<file path="config.mk">
export PLATFORM = sky130hd
export DESIGN_NAME = sfx_engine
export DESIGN_NICKNAME = d
export VERILOG_FILES = /design/src/rtl/sfx_pkg.sv /design/src/rtl/sfx_voice.sv /design/src/rtl/sfx_engine.sv
export SDC_FILE = /design/constraint.sdc
export NUM_CORES = 1
export LEC_CHECK = 0
export ABC_AREA = 1
export ABC_CLOCK_PERIOD_IN_PS = 4610
export BUFFER_PORTS_ARGS = -buffer_cell sky130_fd_sc_hd__buf_2
export CORE_AREA = 4 4 93 139
export CTS_BUF_LIST = sky130_fd_sc_hd__clkbuf_2 sky130_fd_sc_hd__clkbuf_4 sky130_fd_sc_hd__clkbuf_8
export DETAILED_ROUTE_END_ITERATION = 6
export DIE_AREA = 0 0 97 143
export HOLD_SLACK_MARGIN = 0.02
export PLACE_DENSITY_LB_ADDON = 0.1
export SYNTH_ARGS = -nofsm -noshare
export SYNTH_HDL_FRONTEND = slang
export SYNTH_SLANG_ARGS = --single-unit
</file>
<file path="constraint.sdc">
create_clock -name clk -period 4.61 [get_ports clk]
set_input_delay 0.922 -clock clk [delete_from_list [all_inputs] [get_ports clk]]
set_output_delay 0.922 -clock clk [all_outputs]
set_load 0.03 [all_outputs]
</file>
<file path="src/rtl/sfx_pkg.sv">
// Shared constants and helpers for the sound-effect engine.
package sfx_pkg;

    localparam int unsigned VEC_W     = 256;
    localparam int unsigned FIELD_W   = 32;
    localparam int unsigned DEF_CNT_W = 20;
    localparam int unsigned DEF_DUR_W = 24;

    // Per-effect default voice programming.
    typedef struct packed {
        logic [DEF_CNT_W-1:0] half_period;
        logic [DEF_DUR_W-1:0] duration;
        logic [DEF_CNT_W-1:0] sweep_step;
    } sfx_cfg_t;

    localparam sfx_cfg_t SFX_SHOT = '{half_period: 20'd524288, duration: 24'd12000000, sweep_step: 20'd0};
    localparam sfx_cfg_t SFX_HIT  = '{half_period: 20'd65536,  duration: 24'd12000000, sweep_step: 20'd0};
    localparam sfx_cfg_t SFX_UFO  = '{half_period: 20'd32768,  duration: 24'd6000000,  sweep_step: 20'd256};

    // Extract channel idx's w-bit field from a packed per-channel vector.
    function automatic logic [FIELD_W-1:0] ch_field(input logic [VEC_W-1:0] vec,
                                                    input int unsigned     idx,
                                                    input int unsigned     w);
        logic [VEC_W-1:0]   sh;
        logic [FIELD_W-1:0] r;
        sh = vec >> (idx * w);
        r  = FIELD_W'(sh);
        if (w < FIELD_W) begin
            r = r & ((FIELD_W'(1) << w) - FIELD_W'(1));
        end
        return r;
    endfunction

endpackage

</file>
<file path="src/rtl/sfx_voice.sv">
// One tone voice: duration countdown, square-wave divider and saturating pitch sweep.
module sfx_voice
    import sfx_pkg::*;
#(
    parameter int unsigned CNT_W = 20,
    parameter int unsigned DUR_W = 24
) (
    input  logic             clk,
    input  logic             rst,
    input  logic             start,
    input  logic             kill,
    input  logic [CNT_W-1:0] half_period,
    input  logic [DUR_W-1:0] duration,
    input  logic [CNT_W-1:0] sweep_step,
    input  logic             sweep_tick,
    output logic             active,
    output logic             active_nxt_c,
    output logic             tone_nxt_c
);

    logic             tone;
    logic [DUR_W-1:0] remaining;
    logic [DUR_W-1:0] rem_nxt;
    logic [CNT_W-1:0] tone_cnt;
    logic [CNT_W-1:0] cnt_nxt;
    logic [CNT_W-1:0] cur_hp;
    logic [CNT_W-1:0] hp_nxt;
    logic [CNT_W:0]   hp_sum;

    assign hp_sum = {1'b0, cur_hp} + {1'b0, sweep_step};

    // Next-state: start wins, then kill/expiry, then normal run.
    always_comb begin
        active_nxt_c = active;
        tone_nxt_c   = tone;
        rem_nxt      = remaining;
        cnt_nxt      = tone_cnt;
        hp_nxt       = cur_hp;
        if (start) begin
            active_nxt_c = 1'b1;
            tone_nxt_c   = 1'b0;
            rem_nxt      = duration;
            cnt_nxt      = '0;
            hp_nxt       = (half_period == '0) ? CNT_W'(1) : half_period;
        end else if (kill || (active && (remaining == DUR_W'(1)))) begin
            active_nxt_c = 1'b0;
            tone_nxt_c   = 1'b0;
            rem_nxt      = '0;
            cnt_nxt      = '0;
        end else if (active) begin
            rem_nxt = remaining - DUR_W'(1);
            // >= so a counter left past the new terminal value toggles at once
            if (tone_cnt >= (cur_hp - CNT_W'(1))) begin
                cnt_nxt    = '0;
                tone_nxt_c = ~tone;
            end else begin
                cnt_nxt = tone_cnt + CNT_W'(1);
            end
            if (sweep_tick) begin
                hp_nxt = hp_sum[CNT_W] ? '1 : hp_sum[CNT_W-1:0];
            end
        end
    end

    // Voice state registers.
    always_ff @(posedge clk or negedge rst) begin
        if (!rst) begin
            active    <= 1'b0;
            tone      <= 1'b0;
            remaining <= '0;
            tone_cnt  <= '0;
            cur_hp    <= '0;
        end else begin
            active    <= active_nxt_c;
            tone      <= tone_nxt_c;
            remaining <= rem_nxt;
            tone_cnt  <= cnt_nxt;
            cur_hp    <= hp_nxt;
        end
    end

endmodule

</file>
<file path="src/rtl/sfx_engine.sv">
// Multi-voice sound-effect generator with fixed-priority output mux.
module sfx_engine
    import sfx_pkg::*;
#(
    parameter int unsigned               NUM_CH        = 2,
    parameter int unsigned               CNT_W         = 20,
    parameter int unsigned               DUR_W         = 24,
    parameter logic [NUM_CH*CNT_W-1:0]   HALF_PERIOD   = {SFX_HIT.half_period, SFX_SHOT.half_period},
    parameter logic [NUM_CH*DUR_W-1:0]   DURATION      = {SFX_HIT.duration, SFX_SHOT.duration},
    parameter logic [NUM_CH*CNT_W-1:0]   SWEEP_STEP    = {SFX_HIT.sweep_step, SFX_SHOT.sweep_step},
    parameter logic [15:0]               SWEEP_DIV     = 16'd50000,
    parameter bit                        PREEMPT_CLEAR = 1'b1
) (
    input  logic              clk,
    input  logic              rst,
    input  logic [NUM_CH-1:0] trig,
    input  logic              mute,
    output logic              pin,
    output logic [NUM_CH-1:0] active,
    output logic              busy
);

    logic [NUM_CH-1:0] dur_nz;
    logic [NUM_CH-1:0] elig_c;
    logic [NUM_CH-1:0] start_c;
    logic [NUM_CH-1:0] kill_c;
    logic [NUM_CH-1:0] act_nxt_c;
    logic [NUM_CH-1:0] tone_nxt_c;
    logic              pin_nxt_c;

    // Start arbitration and preemption of lower voices.
    always_comb begin
        elig_c  = trig & ~active & dur_nz;
        start_c = '0;
        kill_c  = '0;
        if (PREEMPT_CLEAR) begin
            for (int i = 0; i < NUM_CH; i++) begin
                if (elig_c[i]) begin
                    start_c    = '0;
                    start_c[i] = 1'b1;
                end
            end
            for (int i = 0; i < NUM_CH; i++) begin
                if (start_c[i]) begin
                    for (int j = 0; j < i; j++) begin
                        kill_c[j] = 1'b1;
                    end
                end
            end
        end else begin
            start_c = elig_c;
        end
    end

    for (genvar g = 0; g < NUM_CH; g++) begin : g_voice
        localparam logic [CNT_W-1:0] HP   = CNT_W'(ch_field(VEC_W'(HALF_PERIOD), g, CNT_W));
        localparam logic [DUR_W-1:0] DUR  = DUR_W'(ch_field(VEC_W'(DURATION), g, DUR_W));
        localparam logic [CNT_W-1:0] STEP = CNT_W'(ch_field(VEC_W'(SWEEP_STEP), g, CNT_W));

        logic [15:0] sw_cnt;
        logic        sweep_tick_c;

        assign dur_nz[g]    = (DUR != '0);
        assign sweep_tick_c = active[g] && (sw_cnt == (SWEEP_DIV - 16'd1));

        // Sweep prescaler aligned to this voice's start.
        always_ff @(posedge clk or negedge rst) begin
            if (!rst) begin
                sw_cnt <= '0;
            end else if (start_c[g] || sweep_tick_c) begin
                sw_cnt <= '0;
            end else if (active[g]) begin
                sw_cnt <= sw_cnt + 16'd1;
            end
        end

        sfx_voice #(
            .CNT_W (CNT_W),
            .DUR_W (DUR_W)
        ) u_voice (
            .clk          (clk),
            .rst          (rst),
            .start        (start_c[g]),
            .kill         (kill_c[g]),
            .half_period  (HP),
            .duration     (DUR),
            .sweep_step   (STEP),
            .sweep_tick   (sweep_tick_c),
            .active       (active[g]),
            .active_nxt_c (act_nxt_c[g]),
            .tone_nxt_c   (tone_nxt_c[g])
        );
    end

    // Highest active voice (post-edge state) drives the pin.
    always_comb begin
        pin_nxt_c = 1'b0;
        for (int i = 0; i < NUM_CH; i++) begin
            if (act_nxt_c[i]) begin
                pin_nxt_c = tone_nxt_c[i];
            end
        end
        if (mute) begin
            pin_nxt_c = 1'b0;
        end
    end

    // Output registers.
    always_ff @(posedge clk or negedge rst) begin
        if (!rst) begin
            pin  <= 1'b0;
            busy <= 1'b0;
        end else begin
            pin  <= pin_nxt_c;
            busy <= |act_nxt_c;
        end
    end

endmodule
</file>
# After elaboration in Yosys (flattened, before gate mapping)

Index checks and enable logic that the tools add are counted.

$add $sub $neg: 6
Order comparisons: 2
Equal/unequal tests: 2
Muxes and demuxes: 34
Bitwise gates (word level): 4
Reductions and logical operators: 6

Operators by type and width:

| operator              | count |
|---|---|
| $mux 20               | 10 |
| $mux 24               | 6 |
| $eq 24x1->1 const B   | 2 |
| $sub 24x1->24 const B | 2 |
| $add 20x1->20 const B | 2 |
| $ge 20x20->1          | 2 |
| $sub 20x1->20 const B | 2 |
| $mux 1                | 17 |
| $reduce_bool 3->1     | 2 |
| $and 2x2->2           | 1 |
| $logic_and 1x1->1     | 2 |
| $mux 2                | 1 |
| $not 1->1             | 2 |
| $not 2->2             | 1 |
| $reduce_or 2->1       | 1 |
| $logic_or 1x1->1      | 1 |

Flip-flop bits (word level): 134
Input bits: 5
Output and inout bits: 4
Word-level logic and storage cells: 66

# Longest topological paths before layout

Gate-level depths: netlist of the first run.

Word-level depth: 11
Gate-level depth with buffers: 13
Mapped depth without buffers: 13

# Modules after synthesis

A second synthesis of the first run with hierarchy kept.

Cell total of the unflattened synthesis: 2115
Area total of the unflattened synthesis: 14411.3 sq um

By module, submodules not included:

| module                          | times used | cells each | area an instance (sq um) | sequential area each (sq um) |
|---|---|---|---|---|
| sfx_voice at g_voice[0].u_voice | 1          | 914        | 6169.7                   | 1651.6 |
| sfx_voice at g_voice[1].u_voice | 1          | 894        | 6075.8                   | 1651.6 |
| sfx_engine                      | 1          | 307        | 2165.8                   | 850.8 |

# Worst setup path after synthesis of the first run

Ideal clock, no wire load.

Kind: input to register
From: input port trig[1]
To: register g_voice[0].u_voice.tone_cnt[19]
Data arrival time: 1.889 ns
Setup slack: 2.601 ns
Stages on the path: 7
Path buffers: 0
Path through: inv_1 > nor2_8 > nor3_2 > inv_1 > nand2_4 > a21oi_4 > and3_1

Longest elaborated chain between the ends: 6

RTL lines:

| what                 | line             | source |
|---|---|---|
| start, declared      | sfx_engine.sv:16 | `input logic [NUM_CH-1:0] trig,` |
| $and 2x2->2 *        | sfx_engine.sv:33 | `elig_c = trig & ~active & dur_nz;` |
| $mux 2 *             | sfx_engine.sv:38 | `if (elig_c[i]) begin` |
| $mux 1               | sfx_engine.sv:44 | `if (start_c[i]) begin` |
| $logic_or 1x1->1     | sfx_voice.sv:45  | `end else if (kill \|\| (active && (remaining == DUR_W'(1)))) begin` |
| $mux 20              | sfx_voice.sv:45  |  |
| $mux 20              | sfx_voice.sv:39  | `if (start) begin` |
| end signal, assigned | sfx_voice.sv:77  | `tone_cnt <= cnt_nxt;` |
| end, declared        | sfx_voice.sv:24  | `logic [CNT_W-1:0] tone_cnt;` |

Every way passes the cells marked *; elsewhere a longest branch is shown, timed or not.
A chain may end at the register's enable or synchronous reset.

# Worst setup path after layout of the first run

From: register g_voice[1].u_voice.active
To: output port active[1]

RTL lines:

| what                   | line             | source |
|---|---|---|
| start, declared        | sfx_voice.sv:16  | `output logic active,` |
| start signal, assigned | sfx_voice.sv:74  | `active <= active_nxt_c;` |
| end, declared          | sfx_engine.sv:19 | `output logic [NUM_CH-1:0] active,` |

No word-level cell between the ends.

==> summary.md, run 1 <==
| Metric | Value |
|---|---|
| Number of enable-type register cells in the synthesized netlist | 0 |
| Effective utilization at floorplan | 0.484 |
| Number of global-route vias before repair | 4,888 |
| Share of power burned in the clock network | 0.217 |
| Sequential share of power | 0.478 |
| Number of standard cells after synthesis | 732 |
| Cell family with most CP delay | flip-flops |
| Worst-case setup margin in the final layout | 2.07 ns |
| Headroom to the max-slew limit | 0.374 |
| Level count of the clock H-tree | 3 |
| Clock Tree Buf Depth | 2 |
| FP Rows | 49 |
| Critical path class | flop to output port |
| Maxcap violations | 0 |
| Setup crit end kind | output port |
| Width of the die | 97 µm |
| I/O pin cnt | 9 |
| Worst Skew | 0.0116 ns |
| Global-route wire length before repair | ~23 mm |
| Share of async-settable or async-resettable flops after synthesis | 1.00 |
| Total Die Area | between 0.01 and 0.015 mm² |
| Proportion of power drawn by combinational gates | 0.305 |
| Worst slack after detailed placement | 1.90 ns |
| HP Class | flop to flop |
| Cells along the critical path | buf_2 |
| Global Route Usage Sum | 0.203 |
| Buffers and inverters on the worst path | 1 |
| Share of synthesized area occupied by flip-flops and latches | 0.420 |
| Net total in the final layout | 756 |
| Hold-fix buffers, CTS | 0 |
| Fin. Hold Viols | 0 |
| FMAX | 394 MHz |
| Worst Setup Start Kind | flop |
| Data arrival time at the worst-slack endpoint | between 1.5 and 2 ns |
| Worst Path Max Fanout | 18 |
| Number of vias per cell | 5.39 |
| Worst slew pin tran | 0.939 ns |
| Critical path's slowest cell | dfrtp_1 |
| Count of final max-slew check failures | 0 |
| Clock tree from TritonCTS | done |
| Placeable Area | roughly 0.012 mm² |
| Post-route antenna net violation count | 0 |
| Cell-internal power | between 1.5 and 2 mW |
| HPWL after detailed placement | 9.77 mm |
| Clock Tree Root | clkbuf_8 |
| Post-Route Hold Slack | 0.512 ns |
| Number of DRC violations after detailed-routing iteration 0 | around 200 |
| Pwr dens | 431 mW/mm² |
| Util after Layout | 0.514 |
| Primary flip-flop cell chosen by synthesis mapping | dfrtp_1 |
| Port buffer count | 8 |
| Cell Area, Synth | 0.00572 mm² |
| Clk_lat worst skew | 0.38 ns |
| Register clock-pin slew on the reported worst setup and hold paths | 0.10 ns |
| Gp weighted congestion | 0.898 |
| Initial antenna violation count | 0 |
| Die Y | 143 µm |
| Post-layout min period | 2.54 ns |
| Layout overhead on the synthesized area | 6.25% |
| Setup Total Neg Slack | 0 ns |
| Total setup buffers inserted after CTS | 0 |
| 1st-pass router iterations | 4 |
| Aggregate global routing overflow | 0 |
| Resize count post-CTS | 0 |
| Slowest stage delay, CP | 0.91 ns |
| Share of the cycle needed by the critical path after routing | 0.550 |
| RSZ-0062 raised after global routing | no |
| Data required, critical path | roughly 3.7 ns |
| Ant diodes | 0 |
| Net count of the mapped netlist | 748 |
| Fraction of final layout cells with drive strength greater than 1 | 0.0953 |
| Detailed-route DRC error count | 0 |
| Netlist cell types | 42 |
| Average size of a mapped cell | 7.82 µm² |
| Number of vias after detailed routing | slightly below 5k |
| Number of CTS-inserted buffers | 9 |
| Total net switching power | between 1 and 1.5 mW |
| Final routed wire length divided by cell count | around 15 µm |
| Static Leak | 2.63 nW |
| Peak supply drop | a little over 200 µV |
| Final setup violation count | 0 |
| Result of the run | finished, final reports clean |
| Switching share of total power | 0.392 |
| Number of clock sinks seen by CTS | 96 |
| Largest net degree at the start of global routing | 74 |
| Final Routed Wirelength | between 10 and 15 mm |
| Yosys synthesis warning count | 0 |
| Flops & latches, synth | 96 |
cells by family after synthesis:
logic type,Yosys count,share of synthesized area
buffers and inverters,97,0.0699
XOR/XNOR,48,0.0734
flip-flops,96,0.420
AO/OA/AOI/OAI,105,0.108
adder cells (fa/ha/maj),11,0.0240
AND/OR/NAND/NOR,375,0.304
area by class of cell:
class                      instances  area, µm²
fill                            1159       5750
timing repair buffer              10       57.6
multi-input combinational        539       2920
clock inverter                     7       70.1
inverter                          84        315
clock buffer                       9        124
sequential                        96       2400
tap                              153        191
cells in the mapped netlist (2+ instances only):
master	count	share of area
a21oi_1	25	0.022
a21oi_4	2	0.0057
a22o_1	3	0.0046
a22oi_1	7	0.0092
a31oi_1	5	0.0055
and2_2	2	0.0026
buf_2	3	0.0026
buf_4	2	0.0026
buf_6	2	0.0039
clkbuf_1	4	0.0026
dfrtp_1	96	0.42
ha_1	11	0.024
inv_1	79	0.052
inv_2	5	0.0033
nand2_1	130	0.085
nand2_2	4	0.0044
nand2_4	3	0.0059
nand3_1	46	0.040
nand4_1	18	0.020
nor2_1	117	0.077
nor2_2	9	0.0098
nor2_4	2	0.0039
nor3_1	21	0.018
nor3_2	6	0.010
nor3b_1	3	0.0039
nor4_1	3	0.0033
o21ai_0	40	0.035
o22ai_1	20	0.022
or2_2	5	0.0055
xnor2_1	7	0.011
xor2_1	41	0.063
cells in the final DEF (no fill, tap or decap), types with 2 or more instances in the layout:
| cell type | synthesis | routed |
|---|---|---|
| nand2_4 | 3 | 3 |
| inv_6 | 0 | 2 |
| a21oi_1 | 25 | 25 |
| inv_1 | 79 | 79 |
| xnor2_1 | 7 | 7 |
| nor3b_1 | 3 | 3 |
| nor2_1 | 117 | 117 |
| ha_1 | 11 | 11 |
| nand3_1 | 46 | 46 |
| dfrtp_1 | 96 | 96 |
| and2_2 | 2 | 2 |
| a21oi_4 | 2 | 2 |
| a31oi_1 | 5 | 5 |
| nand2_1 | 130 | 130 |
| inv_2 | 5 | 5 |
| clkbuf_8 | 1 | 9 |
| clkinv_2 | 0 | 3 |
| nor3_1 | 21 | 21 |
| nor2_4 | 2 | 2 |
| buf_2 | 3 | 7 |
| buf_4 | 2 | 3 |
| nand4_1 | 18 | 18 |
| or2_2 | 5 | 5 |
| xor2_1 | 41 | 41 |
| nor2_2 | 9 | 9 |
| a22o_1 | 3 | 3 |
| nor3_2 | 6 | 6 |
| o22ai_1 | 20 | 20 |
| nor4_1 | 3 | 3 |
| nand2_2 | 4 | 4 |
| a22oi_1 | 7 | 7 |
| o21ai_0 | 40 | 40 |
per-stage QoR:
step	cell area [µm²]	power, mW	std cells
6_report	6080	2.62	898
3_3_place_gp	5890	2.04	882
5_1_grt	6080	2.82	898
2_1_floorplan	5720	1.86	732
3_5_place_dp	5890	2.07	882
4_1_cts	6080	2.65	898
power by group through the flow:
| stage | registers [mW] | clock network (mW) | logic [mW] |
|---|---|---|---|
| final | 1.25 | 0.570 | 0.800 |
| after global routing | 1.28 | 0.626 | 0.918 |
| after CTS | 1.25 | 0.590 | 0.806 |
| after detailed placement | 1.27 | 0 | 0.802 |
| after global placement | 1.26 | 0 | 0.780 |
| after floorplan | 1.21 | 0 | 0.647 |
flip-flops by register name, indices dropped and copies added, names as in the netlist:
register                   cells
busy                           1
g_voice.u_voice.tone_cnt      40
g_voice.u_voice.cur_hp         2
g_voice.u_voice.tone           2
g_voice.u_voice.active         2
pin                            1
g_voice.u_voice.remaining     48
worst paths after layout:
path | from | cells past startpoint | endpoint | slack (ns)
max in group asynchronous | rst | 2 | g_voice[0].u_voice.remaining[17]$_DFFE_PN0P_ | 3.06
setup / recovery | g_voice[1].u_voice.active$_DFF_PN0_ | 1 | active[1] | 2.07
min in group asynchronous | rst | 1 | g_voice[1].u_voice.remaining[4]$_DFFE_PN0P_ | 0.65
hold / removal | g_voice[0].u_voice.remaining[15]$_DFFE_PN0P_ | 1 | g_voice[0].u_voice.remaining[15]$_DFFE_PN0P_ | 0.51
setup reg to reg | g_voice[1].u_voice.active$_DFF_PN0_ | 8 | pin$_DFF_PN0_ | 2.13
hold reg to reg | g_voice[0].u_voice.remaining[15]$_DFFE_PN0P_ | 1 | g_voice[0].u_voice.remaining[15]$_DFFE_PN0P_ | 0.51
per-layer routing:
metal | track usage | part of all wire | vias up
li1 | - | - | 2417
met1 | 0.239 | 0.43 | 2326
met2 | 0.372 | 0.53 | 75
met3 | 0.0327 | 0.023 | 22
met4 | 0.0740 | 0.018 | 0
met5 | 0 | 0 | -
(Power assumes the default switching activity.)
==> run 2: changes to the inputs <==
--- a/config.mk
+++ b/config.mk
@@ -6,7 +6,7 @@
 export NUM_CORES = 1
 export LEC_CHECK = 0
 export ABC_AREA = 1
-export ABC_CLOCK_PERIOD_IN_PS = 4610
+export ABC_CLOCK_PERIOD_IN_PS = 2400
 export BUFFER_PORTS_ARGS = -buffer_cell sky130_fd_sc_hd__buf_2
 export CORE_AREA = 4 4 93 139
 export CTS_BUF_LIST = sky130_fd_sc_hd__clkbuf_2 sky130_fd_sc_hd__clkbuf_4 sky130_fd_sc_hd__clkbuf_8
==> constraint.sdc (replaced) <==
create_clock -name clk -period 2.4 [get_ports clk]
set_input_delay 0.48 -clock clk [delete_from_list [all_inputs] [get_ports clk]]
set_output_delay 0.48 -clock clk [all_outputs]
set_load 0.03 [all_outputs]
==> summary.md, run 2 (synthesis gave the netlist of run 1 again) <==
| Metric | Value |
|---|---|
| Result of the run | finished, final reports clean |
| Final routed wire length divided by cell count | 14.6 µm (-2.0%) |
| Detailed-route DRC error count | 0 (unchanged) |
| Worst slew pin tran | 0.547 ns (-0.392 ns) |
| Largest register by flop count | g_voice.u_voice.remaining |
| Source of the critical timing path | g_voice[1].u_voice.active$_DFF_PN0_ |
| Clock tree from TritonCTS | done |
| Worst Skew | 0.0158 ns (+0.00417 ns) |
| Fraction of final layout cells with drive strength greater than 1 | 0.105 (+0.00961) |
| Number of CTS-inserted buffers | 9 (unchanged) |
| Port buffer count | 8 (unchanged) |
| Die Y | 143 µm (unchanged) |
| Global-route wire length before repair | 22.9 mm (-0.30%) |
| Clk_lat worst skew | 0.38 ns (about the same) |
| Static Leak | 2.67 nW (+1.7%) |
| Global Route met2 Usage | 0.358 (-0.0142) |
| Clock Tree Buf Depth | 2 (unchanged) |
| Aggregate global routing overflow | 0 (unchanged) |
| Termination of the worst setup path | g_voice[0].u_voice.remaining[12]$_DFFE_PN0P_ |
| Layout overhead on the synthesized area | 7.67% |
| Number of DRC violations after detailed-routing iteration 0 | 235 (+21%) |
| Slack of the worst reg-to-reg path | 0.30 ns (-1.83 ns) |
| Peak supply drop | 431 µV (+110%) |
| Worst slack after detailed placement | 0.231 ns (-1.67 ns) |
| Count of final max-slew check failures | 0 (unchanged) |
| Number of global-route vias before repair | 4,910 (+0.45%) |
| Global Route Usage Sum | 0.200 (-0.00270) |
| Worst Path Max Fanout | 9 (-9) |
| Worst-case setup margin in the final layout | 0.304 ns (-1.77 ns) |
| Setup Total Neg Slack | 0 ns (unchanged) |
| Largest net degree at the start of global routing | 41 (-45%) |
| HP Class | input port to async pin |
| FP Rows | 49 (unchanged) |
| Critical path class | flop to flop |
| Headroom to the max-slew limit | 0.634 (+0.260) |
| Total Die Area | 0.0139 mm² (unchanged) |
| HPWL after detailed placement | 9.81 mm (+0.39%) |
| Clock Tree Root | clkbuf_8 |
| Setup crit end kind | flop |
| Net total in the final layout | 764 (+1.1%) |
| Global-route track usage on met1 | 0.244 (+0.00423) |
| Number of vias after detailed routing | 4,836 (-0.083%) |
| Flip-flop count of the largest register after layout | 48 (unchanged) |
| Initial antenna violation count | 0 (unchanged) |
| Fin. Hold Viols | 0 (unchanged) |
| Post-route antenna net violation count | 0 (unchanged) |
| Width of the die | 97 µm (unchanged) |
| Most heavily used metal layer in global routing | met2 |
| Post-layout min period | 2.10 ns |
| Crit Reg-Reg Endpoint | g_voice[0].u_voice.remaining[12]$_DFFE_PN0P_ |
| Level count of the clock H-tree | 3 (unchanged) |
| Pwr dens | 824 mW/mm² (+91%) |
| FMAX | 477 MHz |
| Share of the cycle needed by the critical path after routing | 0.873 |
| Worst R2R Path Depth | 8 (unchanged) |
| Worst Setup Start Kind | flop |
| Largest registers | g_voice.u_voice.remaining (48), g_voice.u_voice.tone_cnt (40) |
| Most common cell after layout, fill and taps aside | nand2_1 |
| Number of clock sinks seen by CTS | 96 (unchanged) |
| Placeable Area | 0.0118 mm² (unchanged) |
| Number of vias per cell | 5.34 (-0.96%) |
| I/O pin cnt | 9 (unchanged) |
| Leading cell types in the layout, fill and taps excluded | nand2_1 (130), nor2_1 (117), dfrtp_1 (96) |
| Worst flop-to-flop path startpoint | g_voice[1].u_voice.active$_DFF_PN0_ |
| Ant diodes | 0 (unchanged) |
| Resize count post-CTS | 0 (unchanged) |
| 1st-pass router iterations | 4 (unchanged) |
| Data required, critical path | 2.67 ns (-1.02 ns) |
| Effective utilization at floorplan | 0.484 (unchanged) |
| Total setup buffers inserted after CTS | 0 (unchanged) |
| Register clock-pin slew on the reported worst setup and hold paths | 0.10 ns (about the same) |
| Final setup violation count | 0 (unchanged) |
| Maxcap violations | 0 (unchanged) |
| RSZ-0062 raised after global routing | no |
| Data arrival time at the worst-slack endpoint | 2.36 ns (+0.74 ns) |
| Met3 Track Usage GR | 0.0318 (-0.000978) |
| Hold-fix buffers, CTS | 0 (unchanged) |
| Gp weighted congestion | 0.902 (+0.40%) |
| Final Routed Wirelength | 13.3 mm (-1.2%) |
## run 2: cell count changes in the layout (fill, tap and decap cells not counted), sizes merged
cell	previous run	this run
buf	10	18
clkbuf	9	10
clkinv	3	2
## run 2: area by class of cell
class | instances | area, µm²
well taps | 153 | 191
fillers | 1156 | 5670
inverters | 84 | 315
repair buffers | 18 | 130
clock inverters | 6 | 65.1
clock buffers | 10 | 138
multi-input cells | 539 | 2920
flip-flops and latches | 96 | 2400
## run 2: layer usage
metal  part of all wire  vias up  routed length [µm]
met1               0.45     2310                5940
met5                  0        -                   0
li1                   -     2433                   -
met4              0.017        0                 232
met3              0.028       18                 365
met2               0.51       75                6730
## run 2: worst min path at each step
stage / slack, ns / endpoint / start / cells after the start
after floorplan: 0.18 / busy$_DFF_PN0_ / rst / 0
after global placement: 0.49 / g_voice[1].u_voice.remaining[20]$_DFFE_PN0P_ / rst / 1
after detailed placement: 0.49 / g_voice[1].u_voice.remaining[21]$_DFFE_PN0P_ / rst / 1
after CTS: 0.06 / g_voice[1].u_voice.remaining[21]$_DFFE_PN0P_ / rst / 1
after global routing: 0.07 / g_voice[1].u_voice.remaining[18]$_DFFE_PN0P_ / rst / 1
final: 0.05 / g_voice[1].u_voice.remaining[18]$_DFFE_PN0P_ / rst / 1
## run 2: stage by stage
step	power (mW)	std cells	hold slack, ns	area, µm²	utilization
after floorplan	3.57	732	0.184	5720	-
final	5.08	906	0.0485	6160	0.521
after global placement	3.94	890	0.486	5960	0.504
after global routing	5.48	906	0.0677	6160	0.521
after CTS	5.13	906	0.0616	6160	0.521
after detailed placement	3.99	890	0.488	5960	0.504
## run 2: worst max-delay path, stage by stage (launching register included)
cell and delay (ns):
dfrtp_1 0.57, nor2_8 0.24, inv_2 0.10, nand3_4 0.14, inv_2 0.13, nor2_1 0.45, inv_1 0.15, a21oi_1 0.14
a21oi_1 0.05
## run 2: report_power, final
part / internal [mW] / leakage, nW / switching [mW]
clock network: 0.515 / 0.103 / 0.610
registers: 2.00 / 1.17 / 0.360
logic: 0.602 / 1.40 / 0.992
==> run 3: changes to the inputs <==
--- a/config.mk
+++ b/config.mk
@@ -8,12 +8,12 @@
 export ABC_AREA = 1
 export ABC_CLOCK_PERIOD_IN_PS = 2400
 export BUFFER_PORTS_ARGS = -buffer_cell sky130_fd_sc_hd__buf_2
-export CORE_AREA = 4 4 93 139
+export CORE_AREA = 4 4 85 127
 export CTS_BUF_LIST = sky130_fd_sc_hd__clkbuf_2 sky130_fd_sc_hd__clkbuf_4 sky130_fd_sc_hd__clkbuf_8
 export DETAILED_ROUTE_END_ITERATION = 6
-export DIE_AREA = 0 0 97 143
+export DIE_AREA = 0 0 89 131
 export HOLD_SLACK_MARGIN = 0.02
-export PLACE_DENSITY_LB_ADDON = 0.1
+export PLACE_DENSITY = 0.75
 export SYNTH_ARGS = -nofsm -noshare
 export SYNTH_HDL_FRONTEND = slang
 export SYNTH_SLANG_ARGS = --single-unit
==> summary.md, run 3 (synthesis gave the netlist of run 1 again) <==
| Metric | Value |
|---|---|
| Cell-internal power | 3.07 mW (-1.7%) |
| Fin. Hold Viols | 0 (unchanged) |
| Clock tree from TritonCTS | done |
| Number of CTS-inserted buffers | 9 (unchanged) |
| Final Routed Wirelength | 12.8 mm (-3.6%) |
| Most common cell after layout, fill and taps aside | nand2_1 |
| Maxcap violations | 0 (unchanged) |
| Clock Tree Buf Depth | 2 (unchanged) |
| Gp weighted congestion | 0.866 (-4.0%) |
| Number of vias per cell | 5.66 (+6.1%) |
| FP Rows | 44 (-10%) |
| Placeable Area | 0.00963 mm² (-19%) |
| Static Leak | 2.66 nW (-0.61%) |
| Leading cell types in the layout, fill and taps excluded | nand2_1 (130), nor2_1 (117), dfrtp_1 (96) |
| Number of global-route vias before repair | 4,781 (-2.6%) |
| Slack of the worst reg-to-reg path | 0.31 ns (about the same) |
| Clock Tree Root | clkbuf_8 |
| Ant diodes | 0 (unchanged) |
| HP Class | input port to async pin |
| Share of the cycle needed by the critical path after routing | 0.871 (-0.00216) |
| Width of the die | 89 µm (-8.2%) |
| Worst Path Max Fanout | 5 (-4) |
| Cells along the critical path | inv_1, ha_1, inv_1, nor2_4, nand2_2, nor2_1, nand2_1, nor2_1, nand2_1, xor2_1, o21ai_0 |
| Result of the run | finished, final reports clean |
| Hold-fix buffers, CTS | 0 (unchanged) |
| Worst Skew | 0.00783 ns (-0.00798 ns) |
| Count of final max-slew check failures | 0 (unchanged) |
| RSZ-0062 raised after global routing | no |
| Post-route antenna net violation count | 0 (unchanged) |
| Post-layout min period | 2.09 ns (-0.00520 ns) |
| Total setup buffers inserted after CTS | 0 (unchanged) |
| Clk_lat worst skew | 0.38 ns (about the same) |
| FMAX | 478 MHz (+0.25%) |
| Number of clock sinks seen by CTS | 96 (unchanged) |
| Crit Reg-Reg Endpoint | g_voice[1].u_voice.remaining[22]$_DFFE_PN0P_ |
| Critical path's slowest cell | dfrtp_1 |
| Resize count post-CTS | 0 (unchanged) |
| Worst Setup Start Kind | flop |
| Setup Total Neg Slack | 0 ns (unchanged) |
| 1st-pass router iterations | 4 (unchanged) |
| I/O pin cnt | 9 (unchanged) |
| Total net switching power | 1.95 mW (-0.51%) |
| Sequential share of power | 0.473 (+0.008) |
| Final setup violation count | 0 (unchanged) |
| Setup crit end kind | flop |
| Total Die Area | 0.0117 mm² (-16%) |
| Level count of the clock H-tree | 3 (unchanged) |
| Data required, critical path | 2.70 ns (+0.03 ns) |
| FF/Latch Area | 0.00240 mm² (unchanged) |
| Layout overhead on the synthesized area | 6.12% |
| Proportion of power drawn by combinational gates | 0.316 (+0.002) |
| Net total in the final layout | 763 (-0.13%) |
| Data arrival time at the worst-slack endpoint | 2.39 ns (+0.03 ns) |
| Worst flop-to-flop path startpoint | g_voice[1].u_voice.remaining[0]$_DFFE_PN0P_ |
| Multi-input logic area | 0.00292 mm² (unchanged) |
| Global Route Usage Sum | 0.239 (+0.0387) |
| Register clock-pin slew on the reported worst setup and hold paths | 0.09 ns (about the same) |
| Critical path class | flop to flop |
| Detailed-route DRC error count | 0 (unchanged) |
| Largest registers | g_voice.u_voice.remaining (48), g_voice.u_voice.tone_cnt (40) |
| Switching share of total power | 0.389 (+0.00276) |
| Aggregate global routing overflow | 0 (unchanged) |
| Worst R2R Path Depth | 11 (+3) |
| Worst slew pin tran | 0.652 ns (+0.106 ns) |
| Post-Route Hold Slack | 0.116 ns (+0.0679 ns) |
| Peak supply drop | 531 µV (+23%) |
| Pwr dens | 826 mW/mm² (+0.22%) |
| Final routed wire length divided by cell count | 14.8 µm (+1.0%) |
| Largest net degree at the start of global routing | 53 (+29%) |
| Initial antenna violation count | 0 (unchanged) |
| Headroom to the max-slew limit | 0.565 (-0.0693) |
| Worst slack after detailed placement | 0.254 ns (+0.0238 ns) |
| Flip-flop count of the largest register after layout | 48 (unchanged) |
| Number of vias after detailed routing | 4,899 (+1.3%) |
| Slowest stage delay, CP | 0.44 ns (-0.13 ns) |
| Die Y | 131 µm (-8.4%) |
| HPWL after detailed placement | 9.31 mm (-5.1%) |
| Port buffer count | 8 (unchanged) |
| Fraction of final layout cells with drive strength greater than 1 | 0.101 (-0.00358) |
| Worst-case setup margin in the final layout | 0.310 ns (+0.00520 ns) |
| Share of power burned in the clock network | 0.211 (-0.010) |
| Global-route wire length before repair | 21.9 mm (-4.3%) |
| Filler Cell Count | 826 (-29%) |
| Effective utilization at floorplan | 0.594 (+0.110) |
| Largest register by flop count | g_voice.u_voice.remaining |
| Number of DRC violations after detailed-routing iteration 0 | 260 (+11%) |
[run 3: worst max-delay path by stage]
stage	from	endpoint	slack, ns	cells after the start
2_1_floorplan	g_voice[1].u_voice.cur_hp[16]$_DFFE_PN0P_	g_voice[1].u_voice.tone_cnt[11]$_DFFE_PN0P_	0.67	9
3_3_place_gp	trig[1]	g_voice[0].u_voice.remaining[12]$_DFFE_PN0P_	0.29	10
5_1_grt	g_voice[1].u_voice.remaining[0]$_DFFE_PN0P_	g_voice[1].u_voice.remaining[22]$_DFFE_PN0P_	0.08	11
3_5_place_dp	trig[1]	g_voice[0].u_voice.remaining[9]$_DFFE_PN0P_	0.25	10
6_report	g_voice[1].u_voice.remaining[0]$_DFFE_PN0P_	g_voice[1].u_voice.remaining[22]$_DFFE_PN0P_	0.31	11
4_1_cts	g_voice[1].u_voice.remaining[0]$_DFFE_PN0P_	g_voice[1].u_voice.remaining[22]$_DFFE_PN0P_	0.33	11
[run 3: layer usage]
| metal | track usage | share of wire | vias up |
|---|---|---|---|
| li1 | - | - | 2430 |
| met1 | 0.292 | 0.42 | 2308 |
| met2 | 0.406 | 0.51 | 134 |
| met3 | 0.0383 | 0.052 | 27 |
| met4 | 0.116 | 0.022 | 0 |
| met5 | 0 | 0 | - |
[run 3: final cells by class]
class | count | area share
multi-input cells | 539 | 0.481
flip-flops and latches | 96 | 0.395
inverters | 84 | 0.0519
well taps | 115 | 0.0237
clock buffers | 9 | 0.0204
repair buffers | 17 | 0.0181
clock inverters | 5 | 0.00947
[run 3: power by group through the flow]
| stage | combinational [mW] | sequential [mW] | clock, mW |
|---|---|---|---|
| 5_1_grt | 1.83 | 2.43 | 1.14 |
| 3_5_place_dp | 1.57 | 2.40 | 0 |
| 4_1_cts | 1.58 | 2.37 | 1.08 |
| 3_3_place_gp | 1.52 | 2.38 | 0 |
| 2_1_floorplan | 1.24 | 2.32 | 0 |
| 6_report | 1.58 | 2.38 | 1.06 |
[run 3: metrics by stage]
step           instances   util  power [mW]  instance area, µm²
3_5_place_dp         851  0.612        3.97                5890
5_1_grt              865  0.631        5.40                6070
2_1_floorplan        732      -        3.57                5720
3_3_place_gp         851  0.612        3.90                5890
6_report             865  0.631        5.02                6070
4_1_cts              865  0.631        5.03                6070
[run 3: worst max-delay path: cells and delay by family, from the launching register on]
kind	cells	cell delay, ns
AO/OA/AOI/OAI	1	0.14
XOR/XNOR	1	0.14
adder cells (fa/ha/maj)	1	0.23
buffers and inverters	2	0.25
flip-flops	1	0.44
AND/OR/NAND/NOR	6	0.83
